$ cat config.mk
export PLATFORM = sky130hd
export DESIGN_NAME = sha_req_queue
export DESIGN_NICKNAME = d
export VERILOG_FILES = /design/src/rtl/sha_ctrl_pkg.sv /design/src/rtl/sha_sync_fifo.sv /design/src/rtl/sha_req_queue.sv
export SDC_FILE = /design/constraint.sdc
export NUM_CORES = 1
export LEC_CHECK = 0
export CAP_MARGIN = 20
export CELL_PAD_IN_SITES_DETAIL_PLACEMENT = 1
export CELL_PAD_IN_SITES_GLOBAL_PLACEMENT = 2
export CORE_ASPECT_RATIO = 2
export CORE_MARGIN = 2
export CORE_UTILIZATION = 45
export DETAILED_ROUTE_END_ITERATION = 12
export PLACE_DENSITY = 0.82
export SYNTH_ARGS = -nofsm -noshare
export SYNTH_HDL_FRONTEND = slang
export SYNTH_SLANG_ARGS = --single-unit
$ cat constraint.sdc
create_clock -name clk -period 7.11 [get_ports clk]
set_input_delay 1.7775 -clock clk [delete_from_list [all_inputs] [get_ports clk]]
set_output_delay 1.7775 -clock clk [all_outputs]
set_load 0.005 [all_outputs]
$ cat src/rtl/sha_ctrl_pkg.sv
// Shared constants and width helpers for the SHA control path (request queue and FSM).
package sha_ctrl_pkg;

    localparam int unsigned ADDRW_DEF = 8;
    localparam int unsigned BYTE_W    = 8;

    // Instruction width for a given address width: two addresses plus two op bits.
    function automatic int unsigned iw_of(input int unsigned addrw);
        return 2 * addrw + 2;
    endfunction

    // Host bytes needed to carry one instruction.
    function automatic int unsigned nb_of(input int unsigned addrw);
        return (iw_of(addrw) + BYTE_W - 1) / BYTE_W;
    endfunction

endpackage

$ cat src/rtl/sha_sync_fifo.sv
// Show-ahead synchronous FIFO with extended pointers; head reads as zero while empty.
module sha_sync_fifo #(
    parameter int unsigned WIDTH = 18,
    parameter int unsigned DEPTH = 4
) (
    input  logic                     clk,
    input  logic                     rst,
    input  logic                     push,
    input  logic [WIDTH-1:0]         din,
    input  logic                     pop,
    output logic [WIDTH-1:0]         dout,
    output logic                     full,
    output logic                     empty,
    output logic [$clog2(DEPTH):0]   count
);

    localparam int unsigned AW = $clog2(DEPTH);
    localparam int unsigned PW = AW + 1;

    logic [PW-1:0]    wr_ptr;
    logic [PW-1:0]    rd_ptr;
    logic [WIDTH-1:0] mem [DEPTH];
    logic             do_push;
    logic             do_pop;

    assign do_push = push && !full;
    assign do_pop  = pop && !empty;

    // Pointer MSB differs only when the write side has lapped the read side.
    assign empty = (wr_ptr == rd_ptr);
    assign full  = (wr_ptr[AW-1:0] == rd_ptr[AW-1:0]) && (wr_ptr[AW] != rd_ptr[AW]);
    assign count = wr_ptr - rd_ptr;
    assign dout  = empty ? '0 : mem[rd_ptr[AW-1:0]];

    always_ff @(posedge clk) begin
        if (rst) begin
            wr_ptr <= '0;
            rd_ptr <= '0;
        end else begin
            if (do_push) wr_ptr <= wr_ptr + PW'(1);
            if (do_pop)  rd_ptr <= rd_ptr + PW'(1);
        end
    end

    // Storage carries no reset; the head is masked while empty.
    always_ff @(posedge clk) begin
        if (do_push) mem[wr_ptr[AW-1:0]] <= din;
    end

endmodule

$ cat src/rtl/sha_req_queue.sv
// Assembles MSB-first host bytes into SHA instructions and queues them for the control FSM.
// Optional SHA_REQ_QUEUE_FLUSH_EN adds a synchronous flush input.
module sha_req_queue
    import sha_ctrl_pkg::*;
#(
    parameter int unsigned ADDRW = ADDRW_DEF,
    parameter int unsigned DEPTH = 4
) (
    input  logic                        clk,
    input  logic                        rst,
`ifdef SHA_REQ_QUEUE_FLUSH_EN
    input  logic                        flush,
`endif
    input  logic                        in_valid,
    input  logic [7:0]                  in_data,
    output logic                        in_ready,
    output logic                        req_valid,
    output logic [iw_of(ADDRW)-1:0]     req_data,
    input  logic                        req_ready,
    output logic [$clog2(DEPTH):0]      count
);

    localparam int unsigned IW = iw_of(ADDRW);
    localparam int unsigned NB = nb_of(ADDRW);
    localparam int unsigned SW = BYTE_W * NB;
    localparam int unsigned CW = (NB > 1) ? $clog2(NB) : 1;

`ifndef SHA_REQ_QUEUE_FLUSH_EN
    logic flush;
    assign flush = 1'b0;
`endif

    logic [CW-1:0] byte_cnt;
    logic [SW-1:0] shift_reg;
    logic [SW-1:0] shift_next;
    logic          last_byte;
    logic          accept;
    logic          push;
    logic          fifo_rst;
    logic          fifo_full;
    logic          fifo_empty;

    assign last_byte  = (byte_cnt == CW'(NB - 1));
    assign shift_next = SW'({shift_reg, in_data});

    // Only the completing byte needs a free slot; partial bytes always land.
    assign in_ready = flush || !(last_byte && fifo_full);
    assign accept   = in_valid && in_ready && !flush;
    assign push     = accept && last_byte;
    assign fifo_rst = rst || flush;

    always_ff @(posedge clk) begin
        if (fifo_rst) begin
            byte_cnt  <= '0;
            shift_reg <= '0;
        end else if (accept) begin
            shift_reg <= shift_next;
            byte_cnt  <= last_byte ? '0 : byte_cnt + CW'(1);
        end
    end

    sha_sync_fifo #(
        .WIDTH (IW),
        .DEPTH (DEPTH)
    ) u_fifo (
        .clk   (clk),
        .rst   (fifo_rst),
        .push  (push),
        .din   (IW'(shift_next)),
        .pop   (req_ready),
        .dout  (req_data),
        .full  (fifo_full),
        .empty (fifo_empty),
        .count (count)
    );

    assign req_valid = !fifo_empty;

endmodule

## Word level (Yosys, flattened, before mapping)

Memories as Yosys holds them, arrays and structs flattened. A register that Yosys moved wholly into a read port is not among the register bits.
Cells that the tools add are included.

- Bits in registers: 18
- Bits in writable memories: 72
- Input bits: 12
- Memories kept: 1

Memories:

| name | words | bits a word | read ports | clocked after memory_dff | wr ports | RTL line | text |
|---|---|---|---|---|---|---|---|
| u_fifo.mem | 4 | 18 | 1 | 1 | 1 | sha_sync_fifo.sv:22 | `logic [WIDTH-1:0] mem [DEPTH];` |

- Add/subtract/negate cells: 4
- Eq/ne operators: 4
- Mux-type cells: 6
- Reductions and logical operators: 9

Operator list:

| kind | number |
|---|---|
| $mux 18 | 1 |
| $add 3x1->3 const B | 2 |
| $logic_and 1x1->1 | 6 |
| $mux 2 | 3 |
| $eq 3x3->1 | 1 |
| $logic_not 1->1 | 3 |
| $sub 3x3->3 | 1 |
| $add 2x1->2 const B | 1 |
| $eq 2x2->1 | 1 |
| $eq 2x2->1 const B | 1 |
| $mux 1 | 2 |
| $ne 1x1->1 | 1 |

## Longest topological paths before layout

Gate-level depths: netlist of run 1.

- Depth after elaboration: 9
- Depth in mapped cells: 6

## By module

Synthesis of run 1 repeated with hierarchy kept, for this count alone.

- Cells, all modules: 240
- Area, all modules: 3916.3 µm²

By module, submodules not included:

| module | times used | cells each | area an instance (µm²) | seq. area each (µm²) |
|---|---|---|---|---|
| sha_sync_fifo | 1 | 182 | 3324.4 | 2322.2 |
| sha_req_queue | 1 | 58 | 591.8 | 240.2 |

## Least setup slack after synthesis of run 1

No wires, ideal clock.

- Path type: input to register
- Start point: in in_valid
- End point: reg u_fifo.wr_ptr[2]
- Library setup time: 0.121 ns
- Arrival: 3.811 ns
- Path slack: 3.178 ns
- Stages on the path: 3
- Buffers on the path: 0
- Cell sequence: nand3b_1 a211oi_1 mux2_2

- Word-level cells in the longest chain between the ends: 3

RTL lines:

| what | RTL line | text |
|---|---|---|
| start: declaration | sha_req_queue.sv:14 | `input logic in_valid,` |
| $logic_and 1x1->1 | sha_req_queue.sv:48 | `assign accept = in_valid && in_ready && !flush;` |
| $logic_and 1x1->1 | sha_req_queue.sv:49 | `assign push = accept && last_byte;` |
| $logic_and 1x1->1 | sha_sync_fifo.sv:26 | `assign do_push = push && !full;` |
| end signal: assignment | sha_sync_fifo.sv:40 | `if (do_push) wr_ptr <= wr_ptr + PW'(1);` |
| end: declaration | sha_sync_fifo.sv:20 | `logic [PW-1:0] wr_ptr;` |

No other way between the ends.
A chain may end at the register's enable or synchronous reset.

## Worst setup path after layout of run 1

- Start point: reg u_fifo.wr_ptr[0]
- End point: out req_data[13]

- Word-level cells in the longest chain between the ends: 2

RTL lines:

| what | RTL line | text |
|---|---|---|
| $eq 3x3->1 | sha_sync_fifo.sv:30 | `assign empty = (wr_ptr == rd_ptr);` |
| $mux 18 | sha_sync_fifo.sv:33 | `assign dout = empty ? '0 : mem[rd_ptr[AW-1:0]];` |
| end: declaration | sha_req_queue.sv:18 | `output logic [iw_of(ADDRW)-1:0] req_data,` |

No other way between the ends.

==> flow_metrics.py, run 1 <==
metrics = {
    "cells_and_area": {
        "post_route_cells_drive_above_1_share": 0.153,
        "stdcell_count": 366,
        "largest_register_ffs": 72,
        "nNetsFinal": 283,
        "diodes": 0,
        "area_growth_pct": 19.9,
    },
    "route": {
        "routed_wirelength_mm": 6.91,
        "drt_pass1_iterations": 4,
        "drc": 0,
        "viasPerCell": 5.38,
        "drtIter0Drc": 86,
        "wire_per_inst_um": 18.9,
        "drt.antenna.violating_nets": 0,
        "vias": 1968,
    },
    "cts": {
        "root_buffer": "clkbuf_16",
        "postCtsSetupBuffers": 0,
        "cts_hold_buf": 0,
        "cts_tree": "built",
        "htree_levels": 3,
        "cts_buffer_depth": 2,
        "cts.sinks": 92,
        "cts_made_buffers": 9,
        "cts_resized": 0,
        "clkLatencyLatePin_ns": 0.34,
        "cts.clk_slew.worst_paths_ns": 0.06,
    },
    "critical_path": {
        "r2r_cells": 5,
        "r2r_setup_slack_ns": 4.44,
        "end_kind": "output port",
        "worstPathMaxFanout": 20,
        "cp_data_required_time_ns": 5.33,
        "critPathKind": "flip-flop to output port",
        "r2r-start": "u_fifo.wr_ptr[0]",
        "cp.arrival_ns": 2.34,
        "setup.worst_path.start_class": "flip-flop",
        "rr_endpoint": "u_fifo.mem[0][13]",
    },
    "floorplanning": {
        "die_area_um2": 9070,
        "initial_core_util": 0.456,
        "die_h_um": 133,
        "die_w_um": 68.4,
        "fp-row-count": 47,
        "core_um2": 8170,
        "io_pins": 35,
    },
    "yosys": {
        "synthTopCellsByCount": "edfxtp_1 (72), nand2_1 (21), dfxtp_1 (20), mux4_2 (18), nor2b_1 (18)",
        "ys_seq_elements": 92,
        "yosysUniqueCellTypes": 31,
        "synth_flop_cell": "edfxtp_1",
        "synth_area_leader_cell": "edfxtp_1",
        "async_reset_ff_frac": 0,
        "yosysMostFrequentCell": "edfxtp_1",
        "ys_warn_count": 0,
        "synth_edf_count": 72,
        "synth.net_count": 245,
        "netlist.area_leader.share": 0.580,
        "synth-seq-area-share": 0.687,
        "syn_area_per_cell_um2": 16.6,
        "syn_area_um2": 3730,
        "synthCells": 225,
        "synth.area.top_cells": "edfxtp_1 (58%), mux4_2 (11%), dfxtp_1 (11%)",
    },
    "sta": {
        "period_minus_slack_ns": 4.11,
        "finClkSkew_ns": 0.00650,
        "post-route-period-util": 0.579,
        "rsz0062_at_grt": "false",
        "setup_viol": 0,
        "holdWs_ns": 0.514,
        "fin_setup_tns_ns": 0,
        "hold_viol": 0,
        "fmax_mhz": 243,
        "finalMaxSlewViolations": 0,
        "slew_headroom": 0.371,
        "worst_pin_slew_ns": 0.942,
    },
    "global_route": {
        "grt_pass1_vias": 2133,
        "grt_max_degree": 23,
        "grt_antenna_before_repair": 0,
        "track_usage": 0.175,
        "overflow": 0,
        "grt_pass1_wl_mm": 11.1,
    },
    "power_and_ir_drop": {
        "p_int_uw": 979,
        "seqPwrFrac": 0.480,
        "p_sw_uw": 277,
        "p_comb_frac": 0.148,
        "leakage_uw": 0.00153,
        "swShare": 0.221,
        "vdd_drop_max_mv": 0.225,
        "clkPwrFrac": 0.372,
        "pwr_density_cell_nw_per_um2": 281,
    },
    "hold_path": {
        "hold_depth": 2,
        "worst_hold_startpoint": "shift_reg[7]",
        "hold_end": "shift_reg[7]",
        "hold_path_class": "flip-flop to flip-flop",
    },
    "place": {
        "gp_congestion": 0.764,
        "dp.cells": 350,
        "dp_hpwl_mm": 4.59,
        "io_buffers": 34,
    },
    "run": {
        "maxCapViolations": 0,
    },
    "status": {
        "status": "completed",
    },
}
[layout by cell type (no fill, tap or decap), types with 2 or more instances in the layout]
cell and count:
and2_1 4, mux2_2 4, nor2_1 7, a21oi_1 3, ha_1 7, inv_1 10, edfxtp_1 72, nand2b_1 2
and2b_1 2, clkinv_4 2, xnor2_1 2, nand2_1 21, mux2i_1 12, buf_4 3, clkdlybuf4s50_1 34, clkbuf_16 9
dfxtp_1 20, mux4_2 18, nor2b_1 18
[through the flow]
stage / total power [µW] / cell area (µm²) / worst slack [ns] / util
4_1_cts: 1270 / 4470 / 2.92 / 0.547
6_report: 1260 / 4470 / 3.00 / 0.547
5_1_grt: 1310 / 4470 / 2.82 / 0.547
2_1_floorplan: 712 / 3730 / 3.18 / -
3_5_place_dp: 804 / 4170 / 2.96 / 0.510
3_3_place_gp: 799 / 4170 / 2.99 / 0.510
[layout make-up]
cell class | count | area, µm²
Fill cell | 782 | 3700
Sequential cell | 92 | 2560
Multi-Input combinational cell | 113 | 1080
Timing Repair Buffer | 37 | 363
Clock buffer | 10 | 239
Tap cell | 98 | 123
Clock inverter | 6 | 63.8
Inverter | 10 | 37.5
[power by group through the flow]
stage,Clock [µW],Sequential (µW),Combinational (µW)
global placement,0,613,187
global route,495,604,207
CTS,476,603,192
detailed placement,0,614,190
floorplan,0,609,103
finish,467,602,186
[worst max-delay path, stage by stage, from the launching register on]
cell and delay (ns):
dfxtp_1 0.38, inv_1 0.11, ha_1 0.32, nand2_1 0.14, nor2_1 0.13, buf_4 0.27
and2b_1 0.21, clkdlybuf4s50_1 0.43
[routing by layer]
layer,GRT usage,vias to the layer above,routed length [µm],share of wire
li1,-,912,-,-
met1,0.192,1002,2550,0.37
met2,0.309,40,4000,0.58
met3,0.0417,14,183,0.026
met4,0.0756,0,172,0.025
met5,0,-,0,0
[worst max-delay path by stage]
stage / startpoint / to / slack (ns)
floorplan: in_valid / u_fifo.wr_ptr[2] / 3.18
global placement: in_valid / u_fifo.mem[0][0] / 2.99
detailed placement: in_valid / u_fifo.mem[1][17] / 2.96
CTS: flip-flop / req_data[1] / 2.92
global route: u_fifo.wr_ptr[0] / req_data[13] / 2.82
finish: u_fifo.wr_ptr[0] / req_data[13] / 3.00
[kinds of logic (layout without fill, tap and decap cells)]
family | Yosys count | after routing | synth area share
AOI/OAI and AO/OA | 11 | 11 | 0.0225
DFF | 92 | 92 | 0.687
muxes | 34 | 34 | 0.153
buffers and inverters | 20 | 63 | 0.0238
and+or+nand+nor | 57 | 57 | 0.0775
adders and majority gates | 8 | 8 | 0.0289
xor gates and xnor gates | 3 | 3 | 0.00705
(Power assumes the default switching activity.)
==> run 2, diff against run 1 <==
--- a/config.mk
+++ b/config.mk
@@ -10,9 +10,9 @@
 export CELL_PAD_IN_SITES_GLOBAL_PLACEMENT = 2
 export CORE_ASPECT_RATIO = 2
 export CORE_MARGIN = 2
-export CORE_UTILIZATION = 45
+export CORE_UTILIZATION = 38
 export DETAILED_ROUTE_END_ITERATION = 12
-export PLACE_DENSITY = 0.82
+export PLACE_DENSITY = 0.73
 export SYNTH_ARGS = -nofsm -noshare
 export SYNTH_HDL_FRONTEND = slang
 export SYNTH_SLANG_ARGS = --single-unit
==> constraint.sdc (replaced) <==
create_clock -name clk -period 3.4 [get_ports clk]
set_input_delay 0.85 -clock clk [delete_from_list [all_inputs] [get_ports clk]]
set_output_delay 0.85 -clock clk [all_outputs]
set_load 0.005 [all_outputs]
==> run 2 against run 1 <==
  * First-iteration DRC count up 57%
  * Global-route usage fell by 3.0 points
  * Sequential share of layout area down 0.57 points
  * Critical path depth stayed put
  * Utilization shrank 7.8 points
  * Combinational power grew 110%
  * Critical endpoint is now req_data[2]
==> flow_metrics.py, run 2 (synthesis results as in run 1) <==
metrics = {
    "route": {
        "drt.antenna.violating_nets": 0,
        "drtIter0Drc": 135,
        "viasPerCell": 4.89,
        "drt_pass1_iterations": 4,
        "drc": 0,
        "wire_per_inst_um": 17.2,
        "routed_wirelength_mm": 6.93,
        "vias": 1970,
    },
    "sta": {
        "fin_setup_tns_ns": 0,
        "slew_headroom": 0.493,
        "worst_pin_slew_ns": 0.761,
        "finalMaxSlewViolations": 0,
        "setup_viol": 0,
        "finClkSkew_ns": 0.00673,
        "fmax_mhz": 317,
        "post-route-period-util": 0.929,
        "period_minus_slack_ns": 3.16,
        "hold_viol": 0,
        "rsz0062_at_grt": "false",
    },
    "cts": {
        "postCtsSetupBuffers": 0,
        "htree_levels": 3,
        "cts_tree": "built",
        "cts_buffer_depth": 2,
        "cts_hold_buf": 0,
        "cts_made_buffers": 9,
        "clkLatencyLatePin_ns": 0.34,
        "root_buffer": "clkbuf_16",
        "cts_resized": 0,
        "cts.sinks": 92,
        "cts.clk_slew.worst_paths_ns": 0.06,
    },
    "global_route": {
        "track_usage": 0.146,
        "overflow": 0,
        "grtUsageMet2": 0.266,
        "grt_max_degree": 23,
        "use_met1": 0.150,
        "grtUsageMet3": 0.0272,
        "grt_pass1_wl_mm": 10.9,
        "busiest_layer": "met2",
        "grt_antenna_before_repair": 0,
        "grt_pass1_vias": 2095,
    },
    "critical_path": {
        "setup.worst_path.start_class": "flip-flop",
        "worstPathMaxFanout": 20,
        "crit_start": "u_fifo.wr_ptr[0]",
        "end_kind": "output port",
        "cpPeakStageDelay_ns": 0.43,
        "cp.arrival_ns": 2.31,
        "crit_chain": "inv_1 > ha_1 > nand2_1 > nor2_1 > buf_4 > and2b_1 > clkdlybuf4s50_1",
        "critPathKind": "flip-flop to output port",
        "cp_data_required_time_ns": 2.55,
        "r2r-start": "u_fifo.wr_ptr[0]",
        "cp_slowest_cell": "clkdlybuf4s50_1",
    },
    "power_and_ir_drop": {
        "leakage_uw": 0.00154,
        "p_total_uw": 2580,
        "pwr_density_cell_nw_per_um2": 572,
        "vdd_drop_max_mv": 0.272,
    },
    "cells_and_area": {
        "largest_register_ffs": 72,
        "final_common_cell": "edfxtp_1",
        "nNetsFinal": 287,
        "area_growth_pct": 21.1,
        "finalInstanceArea_um2": 4520,
        "final_cell_mix": "edfxtp_1 (72), clkdlybuf4s50_1 (34), nand2_1 (21)",
        "post_route_cells_drive_above_1_share": 0.151,
        "diodes": 0,
    },
    "floorplanning": {
        "fp-row-count": 51,
        "initial_core_util": 0.387,
        "die_area_um2": 10700,
        "die_h_um": 144,
        "die_w_um": 74.0,
        "io_pins": 35,
        "core_um2": 9640,
    },
    "place": {
        "place_area_um2": 4240,
        "gp_congestion": 0.795,
        "dp_hpwl_mm": 4.64,
        "io_buffers": 34,
    },
    "status": {
        "status": "completed",
    },
    "hold_path": {
        "worst_hold_startpoint": "shift_reg[4]",
        "hold_path_class": "flip-flop to flip-flop",
    },
    "run": {
        "maxCapViolations": 0,
    },
}
## run 2: cell count changes in the layout (fill, tap and decap cells not counted)
| cell | delta |
|---|---|
| clkinvlp_4 | -1 |
| clkinv_4 | -2 |
| clkbuf_8 | -1 |
| buf_4 | +4 |
| clkbuf_1 | +3 |
## run 2: stage by stage
step                      utilization  setup WS [ns]  instances  hold slack, ns
after CTS                       0.469          0.212        403           0.505
after global placement          0.440          0.624        388           0.472
after floorplan                     -          0.391        225           0.460
final                           0.469          0.241        403           0.506
after detailed placement        0.440          0.582        388           0.492
after global routing            0.469         0.0609        403           0.523
## run 2: power by group
| group | total [µW] | leakage [µW] | switching (µW) | internal [µW] |
|---|---|---|---|---|
| Combinational | 394 | 0.000583 | 168 | 225 |
| Clock | 933 | 0.000134 | 371 | 562 |
| Sequential | 1260 | 0.000819 | 20.8 | 1240 |
## run 2: worst max-delay path, delay by kind of cell, from the launching register on
family | cells | cell delay (ns)
buffers and inverters | 3 | 0.81
and+or+nand+nor | 3 | 0.45
DFF | 1 | 0.38
adders and majority gates | 1 | 0.32
## run 2: final cells by class
cell class              count  area, µm²
clock buffers              12        236
clock inverters             3       38.8
fillers                   946       5120
inverters                  10       37.5
multi-input cells         113       1080
flip-flops and latches     92       2560
well taps                 132        165
repair buffers             41        393
## run 2: worst paths after layout
| kind | end | slack [ns] | cells after the start |
|---|---|---|---|
| max | req_data[2] | 0.24 | 7 |
| min | shift_reg[4] | 0.51 | 2 |
| max reg2reg | u_fifo.mem[2][11] | 1.19 | 6 |
| min reg2reg | shift_reg[4] | 0.51 | 2 |
## run 2: layer usage
metal | vias up | part of all wire
met4 | 0 | 0.032
met3 | 15 | 0.031
met5 | - | 0
met2 | 38 | 0.57
li1 | 924 | -
met1 | 993 | 0.37
==> run 3, diff against run 2 <==
--- a/config.mk
+++ b/config.mk
@@ -5,14 +5,14 @@
 export SDC_FILE = /design/constraint.sdc
 export NUM_CORES = 1
 export LEC_CHECK = 0
-export CAP_MARGIN = 20
+export CAP_MARGIN = 10
 export CELL_PAD_IN_SITES_DETAIL_PLACEMENT = 1
 export CELL_PAD_IN_SITES_GLOBAL_PLACEMENT = 2
 export CORE_ASPECT_RATIO = 2
 export CORE_MARGIN = 2
-export CORE_UTILIZATION = 38
+export CORE_UTILIZATION = 45
 export DETAILED_ROUTE_END_ITERATION = 12
-export PLACE_DENSITY = 0.73
+export PLACE_DENSITY = 0.82
 export SYNTH_ARGS = -nofsm -noshare
 export SYNTH_HDL_FRONTEND = slang
 export SYNTH_SLANG_ARGS = --single-unit
==> constraint.sdc (replaced) <==
create_clock -name clk -period 3.93 [get_ports clk]
set_input_delay 0.9825 -clock clk [delete_from_list [all_inputs] [get_ports clk]]
set_output_delay 0.9825 -clock clk [all_outputs]
set_load 0.005 [all_outputs]
==> run 3 against run 2 <==
  * Final cell count down 8.2%
  * Final area up 0.83%
  * Largest cell class unchanged
  * Critical path depth unchanged
  * Via count down 0.71%
  * Register-to-register slack better by 0.51 ns
  * Wire length down 2.3%
  * Critical path type unchanged
==> flow_metrics.py, run 3 (synthesis results as in run 1) <==
metrics = {
    "status": {
        "status": "completed",
    },
    "critical_path": {
        "end_kind": "output port",
        "crit_chain": "inv_1 > ha_1 > nand2_1 > nor2_1 > buf_4 > and2b_1 > clkdlybuf4s50_1",
        "worstPathMaxFanout": 19,
        "cp_slowest_cell": "clkdlybuf4s50_1",
        "cp_data_required_time_ns": 2.95,
        "cpPeakStageDelay_ns": 0.44,
        "critPathKind": "flip-flop to output port",
        "setup.worst_path.start_class": "flip-flop",
        "cp.arrival_ns": 2.40,
    },
    "cells_and_area": {
        "largest_register_ffs": 72,
        "final_cell_mix": "edfxtp_1 (72), clkdlybuf4s50_1 (34), nand2_1 (21)",
        "final_common_cell": "edfxtp_1",
        "nNetsFinal": 287,
        "area_growth_pct": 22.1,
        "post_route_cells_drive_above_1_share": 0.169,
        "fin_util": 0.557,
        "diodes": 0,
    },
    "cts": {
        "cts_tree": "built",
        "cts_buffer_depth": 2,
        "postCtsSetupBuffers": 0,
        "htree_levels": 3,
        "root_buffer": "clkbuf_16",
        "cts_made_buffers": 9,
        "clkLatencyLatePin_ns": 0.34,
        "cts_hold_buf": 0,
        "cts.clk_slew.worst_paths_ns": 0.06,
        "cts_resized": 0,
        "cts.sinks": 92,
    },
    "place": {
        "io_buffers": 34,
        "dp_hpwl_mm": 4.17,
        "gp_congestion": 0.704,
    },
    "sta": {
        "holdWs_ns": 0.508,
        "hold_viol": 0,
        "slew_headroom": 0.474,
        "fin_setup_tns_ns": 0,
        "rsz0062_at_grt": "false",
        "post-route-period-util": 0.861,
        "finalMaxSlewViolations": 0,
        "fmax_mhz": 296,
        "finClkSkew_ns": 0.00491,
        "period_minus_slack_ns": 3.38,
        "setup_viol": 0,
        "worst_pin_slew_ns": 0.789,
    },
    "power_and_ir_drop": {
        "clkPwrFrac": 0.412,
        "vdd_drop_max_mv": 0.277,
        "seqPwrFrac": 0.448,
        "p_sw_uw": 515,
        "p_comb_frac": 0.140,
        "leakage_uw": 0.00158,
        "pwr_density_cell_nw_per_um2": 532,
        "p_int_uw": 1910,
        "swShare": 0.213,
    },
    "route": {
        "drtIter0Drc": 84,
        "drc": 0,
        "drt_pass1_iterations": 4,
        "drt.antenna.violating_nets": 0,
        "wire_per_inst_um": 18.3,
        "routed_wirelength_mm": 6.77,
        "viasPerCell": 5.29,
        "vias": 1956,
    },
    "global_route": {
        "grtUsageMet3": 0.0366,
        "grtUsageMet2": 0.294,
        "track_usage": 0.172,
        "grt_pass1_wl_mm": 11.0,
        "grt_antenna_before_repair": 0,
        "grt_max_degree": 23,
        "overflow": 0,
        "grt_pass1_vias": 2060,
        "use_met1": 0.201,
        "busiest_layer": "met2",
    },
    "floorplanning": {
        "core_um2": 8170,
        "die_h_um": 133,
        "initial_core_util": 0.456,
        "die_area_um2": 9070,
        "die_w_um": 68.4,
        "io_pins": 35,
        "fp-row-count": 47,
    },
    "run": {
        "maxCapViolations": 0,
    },
    "hold_path": {
        "hold_path_class": "flip-flop to flip-flop",
    },
}
## run 3: cell types whose count changed in the layout (fill, tap and decap cells not counted)
cell | before | now
bufinv_16 | 1 | 3
clkinv_4 | 0 | 1
clkbuf_1 | 3 | 0
clkbuf_8 | 0 | 1
clkinv_2 | 1 | 0
inv_6 | 0 | 2
clkinv_1 | 1 | 0
## run 3: per-layer routing
layer	share of wire	vias to the layer above
li1	-	920
met1	0.39	986
met2	0.56	37
met3	0.026	13
met4	0.025	0
met5	0	-
## run 3: final timing paths
path,startpoint,depth (start not counted),end,slack (ns)
setup / recovery,u_fifo.wr_ptr[0],7,req_data[2],0.55
hold / removal,shift_reg[6],2,shift_reg[6],0.51
setup reg to reg,u_fifo.wr_ptr[0],6,u_fifo.mem[1][14],1.70
hold reg to reg,shift_reg[6],2,shift_reg[6],0.51
## run 3: cell type report
class / count / area, µm²
multi-input cells: 113 / 1080
repair buffers: 41 / 393
well taps: 98 / 123
clock buffers: 10 / 239
flip-flops and latches: 92 / 2560
fillers: 786 / 3620
clock inverters: 6 / 116
inverters: 10 / 37.5
## run 3: worst max-delay path: cells and delay by family (launching register included)
kind | cells | cell delay [ns]
flip-flops | 1 | 0.38
buffers and inverters | 3 | 0.83
adder cells (fa/ha/maj) | 1 | 0.32
AND/OR/NAND/NOR | 3 | 0.52
## run 3: power groups by stage
| stage | Clock, µW | Combinational (µW) | Sequential [µW] |
|---|---|---|---|
| CTS | 1010 | 354 | 1090 |
| global route | 1050 | 374 | 1090 |
| detailed placement | 0 | 347 | 1110 |
| finish | 997 | 340 | 1090 |
| floorplan | 0 | 187 | 1100 |
| global placement | 0 | 343 | 1100 |
## run 3: metrics by stage
step	area (µm²)	setup WS, ns	power (µW)	std cells
finish	4550	0.548	2420	370
global route	4550	0.379	2510	370
CTS	4550	0.479	2450	370
detailed placement	4200	0.913	1450	354
global placement	4200	0.982	1450	354
floorplan	3730	0.793	1290	225
